**config.mk**
```make
export PLATFORM = sky130hd
export DESIGN_NAME = control_unit
export DESIGN_NICKNAME = d
export VERILOG_FILES = /design/src/rtl/cpu_pkg.sv /design/src/rtl/cu_wait_counter.sv /design/src/rtl/control_unit.sv
export SDC_FILE = /design/constraint.sdc
export NUM_CORES = 1
export LEC_CHECK = 0
export BUFFER_PORTS_ARGS = -buffer_cell sky130_fd_sc_hd__buf_2
export CAP_MARGIN = 20
export CORE_AREA = 10 10 65 67
export CTS_CLUSTER_SIZE = 30
export DETAILED_ROUTE_END_ITERATION = 7
export DIE_AREA = 0 0 75 77
export PLACE_DENSITY = 0.85
export SYNTH_ARGS = -nofsm -noshare
export SYNTH_HDL_FRONTEND = slang
export SYNTH_SLANG_ARGS = --single-unit
export TNS_END_PERCENT = 5
```
**constraint.sdc**
```tcl
create_clock -name clock -period 2.4 [get_ports clock]
set_clock_uncertainty 0.15 [all_clocks]
set_input_delay 0.36 -clock clock [delete_from_list [all_inputs] [get_ports clock]]
set_output_delay 0.36 -clock clock [all_outputs]
set_load 0.1 [all_outputs]
```
**src/rtl/cpu_pkg.sv**
```systemverilog
// Shared definitions for the single-bus CPU: opcode values, control-unit
// state encoding and small opcode-class helpers.
package cpu_pkg;

    localparam logic [4:0] OP_LD   = 5'd0;
    localparam logic [4:0] OP_LDI  = 5'd1;
    localparam logic [4:0] OP_ST   = 5'd2;
    localparam logic [4:0] OP_ADD  = 5'd3;
    localparam logic [4:0] OP_SUB  = 5'd4;
    localparam logic [4:0] OP_SHR  = 5'd5;
    localparam logic [4:0] OP_SHRA = 5'd6;
    localparam logic [4:0] OP_SHL  = 5'd7;
    localparam logic [4:0] OP_ROR  = 5'd8;
    localparam logic [4:0] OP_ROL  = 5'd9;
    localparam logic [4:0] OP_AND  = 5'd10;
    localparam logic [4:0] OP_OR   = 5'd11;
    localparam logic [4:0] OP_ADDI = 5'd12;
    localparam logic [4:0] OP_ANDI = 5'd13;
    localparam logic [4:0] OP_ORI  = 5'd14;
    localparam logic [4:0] OP_MUL  = 5'd15;
    localparam logic [4:0] OP_DIV  = 5'd16;
    localparam logic [4:0] OP_NEG  = 5'd17;
    localparam logic [4:0] OP_NOT  = 5'd18;
    localparam logic [4:0] OP_BR   = 5'd19;
    localparam logic [4:0] OP_JR   = 5'd20;
    localparam logic [4:0] OP_JAL  = 5'd21;
    localparam logic [4:0] OP_IN   = 5'd22;
    localparam logic [4:0] OP_OUT  = 5'd23;
    localparam logic [4:0] OP_MFHI = 5'd24;
    localparam logic [4:0] OP_MFLO = 5'd25;
    localparam logic [4:0] OP_NOP  = 5'd26;
    localparam logic [4:0] OP_HALT = 5'd27;

    localparam logic [3:0] ST_RESET = 4'd0;
    localparam logic [3:0] ST_T0    = 4'd1;
    localparam logic [3:0] ST_T1    = 4'd2;
    localparam logic [3:0] ST_T2    = 4'd3;
    localparam logic [3:0] ST_T3    = 4'd4;
    localparam logic [3:0] ST_T4    = 4'd5;
    localparam logic [3:0] ST_T5    = 4'd6;
    localparam logic [3:0] ST_T6    = 4'd7;
    localparam logic [3:0] ST_T7    = 4'd8;
    localparam logic [3:0] ST_HALT  = 4'd9;

    typedef enum logic [3:0] {
        RESET = ST_RESET,
        T0    = ST_T0,
        T1    = ST_T1,
        T2    = ST_T2,
        T3    = ST_T3,
        T4    = ST_T4,
        T5    = ST_T5,
        T6    = ST_T6,
        T7    = ST_T7,
        HALT  = ST_HALT
    } state_t;

    function automatic logic is_alu_r(input logic [4:0] op);
        return (op >= OP_ADD) && (op <= OP_OR);
    endfunction

    function automatic logic is_alu_imm(input logic [4:0] op);
        return (op >= OP_ADDI) && (op <= OP_ORI);
    endfunction

    function automatic logic is_undef(input logic [4:0] op);
        return op > OP_HALT;
    endfunction

endpackage

```
**src/rtl/cu_wait_counter.sv**
```systemverilog
// Memory wait-state counter: reloads to MEM_WAIT while load is high and
// counts down otherwise; done is high once the count has reached zero.
module cu_wait_counter
    import cpu_pkg::*;
#(
    parameter int MEM_WAIT = 0
)
(
    input  logic clock,
    input  logic clear,
    input  logic load,
    output logic done
);

    localparam int W = (MEM_WAIT > 0) ? $clog2(MEM_WAIT + 1) : 1;

    logic [W-1:0] count;

    always_ff @(posedge clock or negedge clear) begin
        if (!clear)
            count <= W'(MEM_WAIT);
        else if (load)
            count <= W'(MEM_WAIT);
        else if (count != '0)
            count <= count - W'(1);
    end

    assign done = (count == '0);

endmodule

```
**src/rtl/control_unit.sv**
```systemverilog
// Hardwired Moore control sequencer for the 32-bit single-bus CPU.
// Define CU_ILLEGAL_TRAP_EN to trap opcodes 28-31 into HALT with a sticky illegal flag.
module control_unit
    import cpu_pkg::*;
#(
    parameter int MEM_WAIT = 0
)
(
    input  logic        clock,
    input  logic        clear,
    input  logic [31:0] ir,
    input  logic        con_ff,
    input  logic        stop,
    output logic        run,
    output logic        illegal,
    output logic [31:0] ops,
    output logic        PCout, IncPC, PCin, MARin, Read, Write, MDRin, MDRout, IRin,
    output logic        gra, grb, grc, rin, rout, BAout, Cout,
    output logic        RYin, RZin, RZLOout, RZHIout, HIin, LOin, HIout, LOout, CONin,
    output logic        InPortOut, OutPortIn
);

    state_t     state, next_state;
    logic [4:0] op;
    logic [4:0] ops_code;
    logic       ram_state, wait_load, wait_done;

    // Register fields are decoded by the datapath, not here.
    logic unused_ir;
    assign unused_ir = ^ir[26:0];

    assign op = ir[31:27];

`ifdef CU_ILLEGAL_TRAP_EN
    localparam state_t UNDEF_NEXT = HALT;
    logic illegal_q;

    always_ff @(posedge clock or negedge clear) begin
        if (!clear)
            illegal_q <= 1'b0;
        else if (state == T2 && is_undef(op))
            illegal_q <= 1'b1;
    end

    assign illegal = illegal_q;
`else
    localparam state_t UNDEF_NEXT = T0;
    assign illegal = 1'b0;
`endif

    // Memory states stretch by MEM_WAIT cycles; the counter reloads outside them.
    assign ram_state = (state == T1) || (state == T6 && op == OP_LD) || (state == T7 && op == OP_ST);
    assign wait_load = !ram_state || wait_done;

    cu_wait_counter #(.MEM_WAIT(MEM_WAIT)) u_wait (
        .clock (clock),
        .clear (clear),
        .load  (wait_load),
        .done  (wait_done)
    );

    always_ff @(posedge clock or negedge clear) begin
        if (!clear)
            state <= RESET;
        else
            state <= next_state;
    end

    always_comb begin
        next_state = state;
        case (state)
            RESET: next_state = T0;
            T0:    next_state = stop ? HALT : T1;
            T1:    if (wait_done) next_state = T2;
            T2: begin
                if (op == OP_HALT)
                    next_state = HALT;
                else if (op == OP_NOP)
                    next_state = T0;
                else if (is_undef(op))
                    next_state = UNDEF_NEXT;
                else
                    next_state = T3;
            end
            T3: next_state = (op inside {OP_JR, OP_IN, OP_OUT, OP_MFHI, OP_MFLO}) ? T0 : T4;
            T4: next_state = (op inside {OP_NEG, OP_NOT, OP_JAL}) ? T0 : T5;
            T5: next_state = (op inside {OP_LD, OP_ST, OP_MUL, OP_DIV, OP_BR}) ? T6 : T0;
            T6: begin
                if (op == OP_LD)
                    next_state = wait_done ? T7 : T6;
                else if (op == OP_ST)
                    next_state = T7;
                else
                    next_state = T0;
            end
            T7:      next_state = (op == OP_ST && !wait_done) ? T7 : T0;
            HALT:    next_state = HALT;
            default: next_state = RESET;
        endcase
    end

    always_comb begin
        {PCout, IncPC, PCin, MARin, Read, Write, MDRin, MDRout, IRin} = '0;
        {gra, grb, grc, rin, rout, BAout, Cout} = '0;
        {RYin, RZin, RZLOout, RZHIout, HIin, LOin, HIout, LOout, CONin} = '0;
        {InPortOut, OutPortIn} = '0;
        ops_code = 5'd0;
        run = (state != RESET) && (state != HALT);
        case (state)
            T0: begin PCout = 1'b1; MARin = 1'b1; IncPC = 1'b1; end
            T1: begin Read = 1'b1; MDRin = 1'b1; end
            T2: begin MDRout = 1'b1; IRin = 1'b1; end
            T3: begin
                if (is_alu_r(op) || is_alu_imm(op)) begin grb = 1'b1; rout = 1'b1; RYin = 1'b1; end
                else if (op inside {OP_LDI, OP_LD, OP_ST}) begin grb = 1'b1; BAout = 1'b1; RYin = 1'b1; end
                else if (op inside {OP_MUL, OP_DIV}) begin gra = 1'b1; rout = 1'b1; RYin = 1'b1; end
                else if (op inside {OP_NEG, OP_NOT}) begin grb = 1'b1; rout = 1'b1; RZin = 1'b1; ops_code = op; end
                else if (op == OP_BR) begin gra = 1'b1; rout = 1'b1; CONin = 1'b1; end
                else if (op == OP_JR) begin gra = 1'b1; rout = 1'b1; PCin = 1'b1; end
                else if (op == OP_JAL) begin PCout = 1'b1; grb = 1'b1; rin = 1'b1; end
                else if (op == OP_IN) begin InPortOut = 1'b1; gra = 1'b1; rin = 1'b1; end
                else if (op == OP_OUT) begin gra = 1'b1; rout = 1'b1; OutPortIn = 1'b1; end
                else if (op == OP_MFHI) begin HIout = 1'b1; gra = 1'b1; rin = 1'b1; end
                else if (op == OP_MFLO) begin LOout = 1'b1; gra = 1'b1; rin = 1'b1; end
            end
            T4: begin
                if (is_alu_r(op)) begin grc = 1'b1; rout = 1'b1; RZin = 1'b1; ops_code = op; end
                else if (is_alu_imm(op)) begin Cout = 1'b1; RZin = 1'b1; ops_code = op; end
                else if (op inside {OP_LDI, OP_LD, OP_ST}) begin Cout = 1'b1; RZin = 1'b1; ops_code = OP_ADD; end
                else if (op inside {OP_MUL, OP_DIV}) begin grb = 1'b1; rout = 1'b1; RZin = 1'b1; ops_code = op; end
                else if (op inside {OP_NEG, OP_NOT}) begin RZLOout = 1'b1; gra = 1'b1; rin = 1'b1; end
                else if (op == OP_BR) begin PCout = 1'b1; RYin = 1'b1; end
                else if (op == OP_JAL) begin gra = 1'b1; rout = 1'b1; PCin = 1'b1; end
            end
            T5: begin
                if (is_alu_r(op) || is_alu_imm(op) || op == OP_LDI) begin RZLOout = 1'b1; gra = 1'b1; rin = 1'b1; end
                else if (op inside {OP_LD, OP_ST}) begin RZLOout = 1'b1; MARin = 1'b1; end
                else if (op inside {OP_MUL, OP_DIV}) begin RZLOout = 1'b1; LOin = 1'b1; end
                else if (op == OP_BR) begin Cout = 1'b1; RZin = 1'b1; ops_code = OP_ADD; end
            end
            T6: begin
                if (op == OP_LD) begin Read = 1'b1; MDRin = 1'b1; end
                else if (op == OP_ST) begin gra = 1'b1; rout = 1'b1; MDRin = 1'b1; end
                else if (op inside {OP_MUL, OP_DIV}) begin RZHIout = 1'b1; HIin = 1'b1; end
                else if (op == OP_BR) begin RZLOout = 1'b1; PCin = con_ff; end
            end
            T7: begin
                if (op == OP_LD) begin MDRout = 1'b1; gra = 1'b1; rin = 1'b1; end
                else if (op == OP_ST) Write = 1'b1;
            end
            default: ;
        endcase
    end

    assign ops = {27'b0, ops_code};

endmodule
```
# --- Word level (Yosys, flattened, before mapping) ---
# Index checks and enable logic that the tools add are counted.
classes:
  n_eq_ne: 26
  multipliers: 0
  muxes: 197
  bitwise_logic: 1
  magnitude_cmp: 5
  shifts: 0
  n_div: 0
  reduce_logical: 22
  add_sub_neg: 1
op_table:
  columns: ["op", "n"]
  rows:
  - ["$mux 1", 157]
  - ["$eq 5x5->1 const B", 12]
  - ["$mux 5", 8]
  - ["$pmux 4 s10", 1]
  - ["$mux 4", 7]
  - ["$eq 4x3->1 const B", 4]
  - ["$mux 3", 5]
  - ["$pmux 1 s3", 5]
  - ["$pmux 5 s3", 1]
  - ["$pmux 1 s2", 7]
  - ["$le 5x4->1 const B", 2]
  - ["$reduce_bool 5->1", 2]
  - ["$eq 4x2->1 const B", 2]
  - ["$eq 4x4->1 const B", 2]
  - ["$mux 2", 4]
  - ["$logic_and 1x1->1", 6]
  - ["$reduce_bool 2->1", 3]
  - ["$reduce_bool 3->1", 2]
  - ["$eq 5x1->1 const B", 1]
  - ["$eq 5x2->1 const B", 1]
  - ["$eq 5x4->1 const B", 1]
  - ["$ge 5x2->1 const B", 1]
  - ["$ge 5x4->1 const B", 1]
  - ["$gt 5x5->1 const B", 1]
  - ["other kinds (12)", 16]
word_totals:
  register_bits: 5
  memories: 0
  rom_bits: 0
  wordCells: 254
  inputBits: 36
  out_inout_bits: 61
  mem_bits_rw: 0
  latch_bits: 0

# --- Depth between registers and ports, before layout ---
logic_depth:
  word_depth: 13
  ltp_mapped: 7
  mapped_depth_nobuf: 5

# --- Cells and area by module ---
# A second synthesis with hierarchy kept.
unflattened:
  cells_unflattened: 212
  area_unflattened_um2: 1346.3
modules_own_cells:
  columns: ["module", "n_inst", "cells_per_inst", "area_each_um2", "seq_area_each_um2"]
  rows:
  - ["control_unit", 1, 210, 1335.0, 100.1]
  - ["cu_wait_counter", 1, 2, 11.3, 0.0]

# --- Worst setup path after synthesis ---
# Ideal clock, no wire load.
synth_path:
  kind: "reg2out"
  startpoint: "register state[3]"
  endpoint: "output port LOout"
  arrival_time_ns: 3.848
  n_path_buf: 2
  required_ns: 1.890
  stages_incl_launch_ff: 7
  slack_ns: -1.958
  path_cell_list: "dfrtp_1 > buf_4 > nor2b_4 > and2_1 > buf_6 > nand2_4 > nor4_1"
synth_between:
  elab_chain_len: 2
synth_rtl:
  columns: ["element", "line_no", "rtl"]
  rows:
  - ["from (decl)", "control_unit.sv:23", "state_t state, next_state;"]
  - ["from (signal assigned)", "control_unit.sv:66", "state <= next_state;"]
  - ["$eq 4x3->1", "control_unit.sv:109", "case (state)"]
  - ["$mux 1", "control_unit.sv:109", null]
  - ["to (decl)", "control_unit.sv:19", "output logic RYin, RZin, RZLOout, RZHIout, HIin, LOin, HIout, LOout, CONin,"]
# No other way between the ends.

# --- Worst setup path in the final report ---
layout_path:
  startpoint: "register state[1]"
  endpoint: "output port gra"
layout_between:
  elab_chain_len: 2
  word_cells_on_any_way: 6
  classes_between: "eq/ne: 5; mux: 1"
layout_rtl:
  columns: ["element", "line_no", "rtl"]
  rows:
  - ["$eq 4x4->1 / $eq 4x3->1 (equally long branches)", "control_unit.sv:109", null]
  - ["$pmux 1 s5 (*)", "control_unit.sv:109", null]
  - ["to (decl)", "control_unit.sv:18", "output logic gra, grb, grc, rin, rout, BAout, Cout,"]
# Mark *: on every way between the ends. The rest lies on a longest branch, timed or not.

==> flow_summary_export.csv <==
group,metric,value,unit
status,status,"completed",
layout,nFillCells,218,
worst_setup_path,cp.arrival,1.87,ns
power,p_leak,0.000859,uW
die,initial_core_util,0.426,
placed_design,globalplace.congestion,0.990,
sta,tns,0,ns
layout,final-seq-area,101,um^2
grt,grt_overflow,0,
yosys,yosysSeqAreaShare,0.0790,
route,wl,5.04,mm
grt,grt_pass1_vias,1547,
die,core_area,0.00298,mm^2
placed_design,post-place-ws,0.118,ns
die,ioPinCount,97,
yosys,syn-mean-instance-area,6.53,um^2
layout,largest_reg_flops,4,
layout,final_nets,277,
die,die-area,0.00578,mm^2
yosys,ys_warn_count,0,
yosys,synth_top_cell_by_area,"buf_4",
route,drtIter0Drc,243,
route,wl_per_cell,18.5,um
yosys,async_flop_share,1.00,
sta,finalMaxSlewViolations,0,
sta,setup_viol,0,
yosys,syn-cell-area,0.00127,mm^2
layout,fin_cells,272,
worst_setup_path,cp-end-kind,"primary output",
placed_design,hpwlAfterDp,3.66,mm
grt,grt_pass1_wl,7.55,mm
clock_network,ctsHtreeMaxLevel,1,
route,vias,1649,
grt,grt_max_degree,23,
layout,multi_input_area,0.00105,mm^2
yosys,ys.flop_type,"dfrtp_1",
sta,hold_ws,0.308,ns
placed_design,dp.cells,264,
clock_network,cts_root_buf,"clkbuf_4",
worst_setup_path,rr_startpoint,"state[1]",
yosys,yosysMostFrequentCell,"buf_4",
sta,finalHoldViolCount,0,
yosys,synth_common_cells,"35 x buf_4, 22 x nor2_1, 18 x nand2_1",
clock_network,clk_pin_slew_worst_paths,0.04,ns
sta,fin_crit_sh,0.993,
route,firstDrtPassIters,5,
layout,drive_gt1_frac,0.381,
hold_path,hold_path_class,"in -> async",
yosys,synth_cell_types,50,
worst_setup_path,critPathLaunchType,"flop",
yosys,ys_top_cells_by_area,"buf_4 21%, dfrtp_1 7.9%, nor2_1 6.5%",
job,max_cap_violations,0,
clock_network,clock_latency,0.25,ns
yosys,synth-edff-count,0,
grt,grt_antenna_before_repair,0,
layout,top_register,"state",
die,rows,20,
route,drtAntennaViolNets,0,
layout,reg_top3,"state x4",
route,drc,0,
clock_network,cts_tree,"done",
worst_setup_path,cp.required,1.89,ns
clock_network,cts_sinks,4,
yosys,postSynthCellCount,194,
die,fp.dieH,77,um
sta,fin_ws,0.0177,ns
power,peakVddDrop,638,uV
yosys,yosys.area.top_type_share,0.207,
worst_setup_path,worstSetupPathType,"reg -> out",
clock_network,cts_buffers,3,
layout,area_growth,58.5,%
die,die_w,75,um
power,power_density,1030,mW/mm^2
layout,antennaDiodeCount,0,
yosys,ys_ff_latch,4,
power,power,2080,uW
sta,rsz0062_at_grt,"true",
clock_network,clock_path_buffers,2,
placed_design,portBuffers,41,
route,vias_per_cell,6.06,
sta,timing.fmax,420,MHz
worst_setup_path,worstSetupStartpoint,"state[1]",
worst_setup_path,critPathMaxFanout,8,
sta,min_period,2.38,ns
grt,track_usage,0.160,
[cell families (layout without fill, tap and decap cells)]
group / after synthesis / in the layout / share of synthesized area
buffers and inverters: 49 / 67 / 0.266
AOI/OAI and AO/OA: 54 / 54 / 0.274
other: 1 / 28 / 0.00296
xor gates and xnor gates: 2 / 2 / 0.0138
and+or+nand+nor: 84 / 84 / 0.364
DFF: 4 / 4 / 0.0790
[worst paths after layout]
path | endpoint | slack [ns] | depth (start not counted)
worst max-delay path | gra | 0.02 | 5
worst min-delay path | state[1] | 0.31 | 2
worst max register to register | state[0] | 0.74 | 5
worst min register to register | state[1] | 0.47 | 2
max in group asynchronous | state[1] | 1.66 | 2
min in group clock | state[1] | 0.32 | 4
[cells in the final DEF (no fill, tap or decap), types with 4 or more instances in the layout]
cell,count
a21oi_1,13
and3_1,4
buf_12,29
buf_2,12
buf_4,15
conb_1,28
inv_1,6
nand2_1,18
nand2b_1,5
nand3_1,6
nor2_1,19
nor3_2,5
o211ai_1,4
o21ai_0,7
o21ai_1,5
o22ai_1,4
[routing by layer]
metal / GRT usage / wire length, um / vias to the layer above
li1: - / - / 723
met4: 0.0587 / 193 / 0
met2: 0.268 / 2460 / 171
met1: 0.186 / 1680 / 734
met3: 0.0412 / 706 / 21
met5: 0 / 0 / -
[through the flow]
| step | utilization | instance area, um^2 |
|---|---|---|
| 5_1_grt | 0.675 | 2010 |
| 4_1_cts | 0.647 | 1930 |
| 3_3_place_gp | 0.633 | 1890 |
| 3_5_place_dp | 0.633 | 1890 |
| 2_1_floorplan | - | 1430 |
| 6_report | 0.675 | 2010 |
[power by group]
part           switching, uW  internal [uW]  leakage, uW
clock network           31.8           56.2    0.0000138
registers               29.0            100    0.0000484
logic                   1380            485     0.000797
[critical path, stage by stage (launching register included)]
cell and delay [ns]:
dfrtp_2 0.45, buf_4 0.19, nor3_4 0.29, and3_1 0.28, nand4b_1 0.21, buf_12 0.20
[repair_timing]
action	CTS	global route
endpoints found under the hold margin	4	0
buffers inserted	0	4
pin swaps	0	3
hold buffers	1	0
endpoints found under the setup margin	5	10
cloned	0	0
resized for setup	3	13
[cell type report]
type	count	area share
clock buffer	3	0.0112
multi-input combinational	168	0.523
sequential	4	0.0504
inverter	7	0.0149
timing repair buffer	57	0.380
tap	33	0.0205
No activity file was read; power rests on OpenSTA's default activity.
